==> src/rtl/uart_alu_cmd_ctrl.sv <==
// uart_alu_cmd_ctrl: byte-command controller between a UART and an NB_DATA-wide ALU.
// Optional ACK/NAK replies are compiled in when UART_ALU_CMD_ACK_EN is defined.
module uart_alu_cmd_ctrl #(
   parameter int unsigned NB_BYTE        = 8,
   parameter int unsigned NB_DATA        = 16,
   parameter int unsigned NB_ALU_OP      = 6,
   parameter int unsigned TIMEOUT_CYCLES = 100000
) (
   input  logic                 i_clk,
   input  logic                 i_reset,
   input  logic [NB_BYTE-1:0]   i_rx_data,
   input  logic                 i_rx_done,
   input  logic                 i_tx_done,
   input  logic [NB_DATA-1:0]   i_alu_res,
   output logic                 o_tx_start,
   output logic [NB_BYTE-1:0]   o_tx_data,
   output logic [NB_ALU_OP-1:0] o_alu_op,
   output logic [NB_DATA-1:0]   o_alu_a,
   output logic [NB_DATA-1:0]   o_alu_b,
   output logic                 o_busy,
   output logic                 o_err
);

   localparam int unsigned NBYTES = NB_DATA / NB_BYTE;
   localparam int unsigned CNT_W  = $clog2(NBYTES + 1);
   localparam int unsigned TMO_W  = (TIMEOUT_CYCLES > 1) ? $clog2(TIMEOUT_CYCLES) : 1;

   localparam logic [NB_BYTE-1:0] OP_GET_RES    = NB_BYTE'(8'h00);
   localparam logic [NB_BYTE-1:0] OP_SET_A      = NB_BYTE'(8'h01);
   localparam logic [NB_BYTE-1:0] OP_SET_B      = NB_BYTE'(8'h02);
   localparam logic [NB_BYTE-1:0] OP_SET_OP     = NB_BYTE'(8'h03);
   localparam logic [NB_BYTE-1:0] OP_GET_STATUS = NB_BYTE'(8'h04);
`ifdef UART_ALU_CMD_ACK_EN
   localparam logic [NB_BYTE-1:0] BYTE_ACK      = NB_BYTE'(8'h06);
   localparam logic [NB_BYTE-1:0] BYTE_NAK      = NB_BYTE'(8'h15);
`endif

   typedef enum logic [1:0] {IDLE, RECV, LOAD_TX, WAIT_TX} state_e;
   typedef enum logic [1:0] {TGT_A, TGT_B, TGT_OP} target_e;

   state_e               state_q, state_d;
   target_e              tgt_q, tgt_d;
   logic [NB_DATA-1:0]   shift_q, shift_d;
   logic [CNT_W-1:0]     cnt_q, cnt_d;
   logic [TMO_W-1:0]     tmo_q, tmo_d;
   logic [NB_DATA-1:0]   alu_a_q, alu_a_d;
   logic [NB_DATA-1:0]   alu_b_q, alu_b_d;
   logic [NB_ALU_OP-1:0] alu_op_q, alu_op_d;
   logic                 tx_start_q, tx_start_d;
   logic [NB_BYTE-1:0]   tx_data_q, tx_data_d;
   logic                 timeout_flag_q, timeout_flag_d;
   logic                 bad_op_flag_q, bad_op_flag_d;
   logic                 tmo_set, bad_set, flag_clr;
   logic                 last_byte;
   logic [NB_DATA-1:0]   rx_shift;

   // Incoming bytes enter at the top so the first byte ends up in the LSBs.
   assign rx_shift  = (shift_q >> NB_BYTE) | (NB_DATA'(i_rx_data) << (NB_DATA - NB_BYTE));
   assign last_byte = (tgt_q == TGT_OP) || (cnt_q == CNT_W'(NBYTES - 1));

   always_comb begin
      state_d    = state_q;
      tgt_d      = tgt_q;
      shift_d    = shift_q;
      cnt_d      = cnt_q;
      tmo_d      = tmo_q;
      alu_a_d    = alu_a_q;
      alu_b_d    = alu_b_q;
      alu_op_d   = alu_op_q;
      tx_start_d = 1'b0;
      tx_data_d  = tx_data_q;
      tmo_set    = 1'b0;
      bad_set    = 1'b0;
      flag_clr   = 1'b0;
      case (state_q)
         IDLE: begin
            if (i_rx_done) begin
               cnt_d = '0;
               tmo_d = '0;
               case (i_rx_data)
                  OP_SET_A:  begin tgt_d = TGT_A;  state_d = RECV; end
                  OP_SET_B:  begin tgt_d = TGT_B;  state_d = RECV; end
                  OP_SET_OP: begin tgt_d = TGT_OP; state_d = RECV; end
                  OP_GET_RES: begin
                     shift_d = i_alu_res;
                     cnt_d   = CNT_W'(NBYTES);
                     state_d = LOAD_TX;
                  end
                  OP_GET_STATUS: begin
                     shift_d  = NB_DATA'({timeout_flag_q, bad_op_flag_q});
                     cnt_d    = CNT_W'(1);
                     flag_clr = 1'b1;
                     state_d  = LOAD_TX;
                  end
                  default: begin
                     bad_set = 1'b1;
`ifdef UART_ALU_CMD_ACK_EN
                     shift_d = NB_DATA'(BYTE_NAK);
                     cnt_d   = CNT_W'(1);
                     state_d = LOAD_TX;
`endif
                  end
               endcase
            end
         end
         RECV: begin
            if (i_rx_done) begin
               shift_d = rx_shift;
               tmo_d   = '0;
               if (last_byte) begin
                  case (tgt_q)
                     TGT_A:   alu_a_d  = rx_shift;
                     TGT_B:   alu_b_d  = rx_shift;
                     default: alu_op_d = i_rx_data[NB_ALU_OP-1:0];
                  endcase
`ifdef UART_ALU_CMD_ACK_EN
                  shift_d = NB_DATA'(BYTE_ACK);
                  cnt_d   = CNT_W'(1);
                  state_d = LOAD_TX;
`else
                  state_d = IDLE;
`endif
               end else begin
                  cnt_d = cnt_q + CNT_W'(1);
               end
            end else if (tmo_q == TMO_W'(TIMEOUT_CYCLES - 1)) begin
               tmo_set = 1'b1;
               shift_d = '0;
               state_d = IDLE;
            end else begin
               tmo_d = tmo_q + TMO_W'(1);
            end
         end
         LOAD_TX: begin
            tx_start_d = 1'b1;
            tx_data_d  = shift_q[NB_BYTE-1:0];
            state_d    = WAIT_TX;
         end
         WAIT_TX: begin
            if (i_tx_done) begin
               shift_d = shift_q >> NB_BYTE;
               cnt_d   = cnt_q - CNT_W'(1);
               state_d = (cnt_q > CNT_W'(1)) ? LOAD_TX : IDLE;
            end
         end
         default: state_d = IDLE;
      endcase
      // A flag event coinciding with a status read keeps the flag set.
      timeout_flag_d = (timeout_flag_q & ~flag_clr) | tmo_set;
      bad_op_flag_d  = (bad_op_flag_q & ~flag_clr) | bad_set;
   end

   always_ff @(posedge i_clk) begin
      if (i_reset) begin
         state_q        <= IDLE;
         tgt_q          <= TGT_A;
         shift_q        <= '0;
         cnt_q          <= '0;
         tmo_q          <= '0;
         alu_a_q        <= '0;
         alu_b_q        <= '0;
         alu_op_q       <= '0;
         tx_start_q     <= 1'b0;
         tx_data_q      <= '0;
         timeout_flag_q <= 1'b0;
         bad_op_flag_q  <= 1'b0;
      end else begin
         state_q        <= state_d;
         tgt_q          <= tgt_d;
         shift_q        <= shift_d;
         cnt_q          <= cnt_d;
         tmo_q          <= tmo_d;
         alu_a_q        <= alu_a_d;
         alu_b_q        <= alu_b_d;
         alu_op_q       <= alu_op_d;
         tx_start_q     <= tx_start_d;
         tx_data_q      <= tx_data_d;
         timeout_flag_q <= timeout_flag_d;
         bad_op_flag_q  <= bad_op_flag_d;
      end
   end

   assign o_tx_start = tx_start_q;
   assign o_tx_data  = tx_data_q;
   assign o_alu_op   = alu_op_q;
   assign o_alu_a    = alu_a_q;
   assign o_alu_b    = alu_b_q;
   assign o_busy     = (state_q != IDLE);
   assign o_err      = timeout_flag_q | bad_op_flag_q;

endmodule

==> config.mk <==
export PLATFORM = sky130hd
export DESIGN_NAME = uart_alu_cmd_ctrl
export DESIGN_NICKNAME = d
export VERILOG_FILES = /design/src/rtl/uart_alu_cmd_ctrl.sv
export SDC_FILE = /design/constraint.sdc
export NUM_CORES = 1
export LEC_CHECK = 0
export CAP_MARGIN = 20
export CORE_MARGIN = 2
export CORE_UTILIZATION = 56
export CTS_CLUSTER_SIZE = 20
export DETAILED_ROUTE_END_ITERATION = 8
export PLACE_DENSITY = 0.85
export SETUP_SLACK_MARGIN = 0.5
export SYNTH_ARGS = -nofsm -noshare
export SYNTH_HDL_FRONTEND = slang
export SYNTH_SLANG_ARGS = --single-unit
==> constraint.sdc <==
create_clock -name i_clk -period 5 [get_ports i_clk]
set_input_delay 1 -clock i_clk [delete_from_list [all_inputs] [get_ports i_clk]]
set_output_delay 1 -clock i_clk [all_outputs]
set_load 0.05 [all_outputs]
==> out/metrics.yaml <==
outcome: "complete, no violations"
p_sw_frac: 0.256
cts_hold_buf: 0
synth_cells: 429
clockBufferDepth: 2
worstPathArrival_ns: 3.71
syn_area_um2: 3940
post_cts_buffers: 0
pwr-share-comb: 0.061
slew_headroom: 0.310
gp_congestion: 0.831
final_cell_mix: "dfxtp_1 (88), clkdlybuf4s50_1 (75), nor2_1 (65)"
avgSynthCellArea_um2: 9.18
criticalPathCategory: "primary input to flop"
seq_area_um2: 1760
start_util: 0.580
ios: 77
p_leak_nw: 1.78
grt_pass1_vias: 3297
place_hpwl_um: 6710
port_buffers: 76
ys.warnings.count: 0
syn2layout_area_growth_pct: 23.3
clockPowerShare: 0.369
grt_usage: 0.261
cap_violations: 0
drc: 0
hold_ws_ns: 0.461
synth_ff_type: "dfxtp_1"
cp.required_ns: 5.27
fillers: 509
setup_slack_ns: 1.56
core_um2: 6790
skew_ns: 0.00936
tightestPinTransition_ns: 1.03
drtIter0Drc: 227
via_count: 3560
utilization: 0.715
finalHoldViolCount: 0
power.switching_w: 0.000318
dp_slack_ns: 1.24
multi_input_area_um2: 1980
rsz0062_at_grt: "false"
worst-path-max-fanout: 32
viasPerCell: 6.05
path_cells: "clkdlybuf4s50_1, or4_4, nor4b_1, o21a_1, a21oi_1, a311oi_1"
antennaDiodeCount: 0
wire_per_inst_um: 16.8
r2r_cells: 6
cts_buffers: 9
grt-ovfl-total: 0
drt-pass1-iter-count: 6
period_needed_ns: 3.44
synth_async_sr_flop_share: 0
pwr-share-seq: 0.570
final_common_cell: "dfxtp_1"
peakVddDrop_v: 0.000179
rows: 30
cts_sinks: 88
clock_latency_ns: 0.36
fp.dieH_um: 87.9
dieArea_um2: 7720
hold_class: "flop to flop"
grt_max_degree: 69
synth-edff-count: 0
period_share: 0.689
cp_top_family: "compound AO/OA/AOI/OAI gates"
cts-root-buf: "clkbuf_8"
drtAntennaViolNets: 0
setup_viol: 0
max_freq_mhz: 290
synth.distinct_cells: 51
synth_fp_nets: 459
die_w_um: 87.9
slew_violations: 0
crit_slowest_cell: "o21a_1"
ys_seq_elements: 88
end_kind: "flop"
synth_seq_area_share: 0.447
worst-path-buf-inv: 1
cts_tree: "yes"
antenna_found_initial: 0
cp_slowest_stage_delay_ns: 0.81
tns_ns: 0
htreeDepth: 3
clkSlewWorstSetupHoldPaths_ns: 0.09
final_nets: 517
grt_pass1_wl_um: 15900
drt_wl_total_um: 9880
powerDensity_nw_per_um2: 255
worstHoldPathCells: 2
cts_resized: 0
drive_gt1_frac: 0.0671
worstSetupPathDepth: 6
critPathLaunchType: "primary input"
p_int_w: 0.000923
## power groups by stage
stage                     sequential (W)  combinational, W  clock, W
after floorplan                 0.000722         0.0000445         0
after global routing            0.000707         0.0000821  0.000487
after CTS                       0.000707         0.0000751  0.000459
after detailed placement        0.000723         0.0000747         0
final                           0.000707         0.0000763  0.000458
after global placement          0.000723         0.0000733         0
## logic make-up after synthesis
family / count (synthesis) / share of synthesized area
AO/OA/AOI/OAI: 106 / 0.187
XOR/XNOR: 1 / 0.00222
adder cells (fa/ha/maj): 2 / 0.00635
buffers and inverters: 39 / 0.0527
flip-flops: 88 / 0.447
multiplexers: 47 / 0.119
AND/OR/NAND/NOR: 146 / 0.185
## worst reg2reg max path: stages (launching register included)
cell and delay, ns:
dfxtp_1 0.66, nor2b_1 0.39, and2_1 0.46, nor4b_2 0.30, buf_4 0.33, mux2i_1 0.28
nor2_1 0.07
## sequential cells by signal, indices dropped and copies added (netlist names)
register        cells
bad_op_flag_q       1
cnt_q               2
o_alu_a            16
o_alu_b            16
o_alu_op            6
o_tx_data           8
o_tx_start          1
shift_q            16
state_q             2
tgt_q               2
timeout_flag_q      1
tmo_q              17
## per-layer routing
metal | part of all wire | global-route usage | wire (um) | vias to the layer above
li1 | - | - | - | 1697
met1 | 0.42 | 0.325 | 4170 | 1681
met2 | 0.48 | 0.428 | 4720 | 153
met3 | 0.076 | 0.0622 | 748 | 29
met4 | 0.024 | 0.123 | 238 | 0
met5 | 0 | 0 | 0 | -
## metrics by stage
| step | cells | power [W] | cell area [um2] |
|---|---|---|---|
| final | 588 | 0.00124 | 4860 |
| after global routing | 588 | 0.00128 | 4860 |
| after CTS | 587 | 0.00124 | 4840 |
| after detailed placement | 571 | 0.000798 | 4670 |
| after global placement | 570 | 0.000796 | 4660 |
| after floorplan | 429 | 0.000766 | 3940 |
## cell usage after synthesis (3+ instances only)
cell type / instances / area, um2
o21ai_0: 5 / 25.0
nand4_1: 8 / 50.1
a32oi_1: 4 / 35.0
dfxtp_1: 88 / 1760
buf_2: 10 / 50.1
a22oi_1: 15 / 113
nor4b_1: 3 / 26.3
a21oi_1: 33 / 165
a311oi_1: 19 / 166
a31oi_1: 7 / 43.8
nor2b_1: 4 / 25.0
mux2i_1: 47 / 470
and3_1: 4 / 25.0
a41oi_1: 3 / 26.3
a22o_1: 6 / 52.6
nor2_1: 65 / 244
a211oi_1: 4 / 30.0
and4_1: 3 / 26.3
nand2_1: 25 / 93.8
inv_1: 5 / 18.8
and2_1: 3 / 18.8
nand3_1: 8 / 40.0
nand2b_1: 4 / 25.0
clkbuf_1: 19 / 71.3
## final timing paths
path,from,endpoint,slack [ns]
worst min register to register,o_tx_data[0],o_tx_data[0],0.46
worst max register to register,state_q[0],o_alu_a[0],2.39
worst max-delay path,i_rx_data[4],shift_q[0],1.56
worst min-delay path,o_tx_data[0],o_tx_data[0],0.46
## layout make-up
| class | count | share of cell area |
|---|---|---|
| clock buffer | 9 | 0.0255 |
| clock inverter | 7 | 0.0111 |
| inverter | 5 | 0.00386 |
| multi-input combinational | 302 | 0.407 |
| sequential | 88 | 0.363 |
| tap | 96 | 0.0247 |
| timing repair buffer | 81 | 0.165 |
Power figures use the tool's default switching activity.
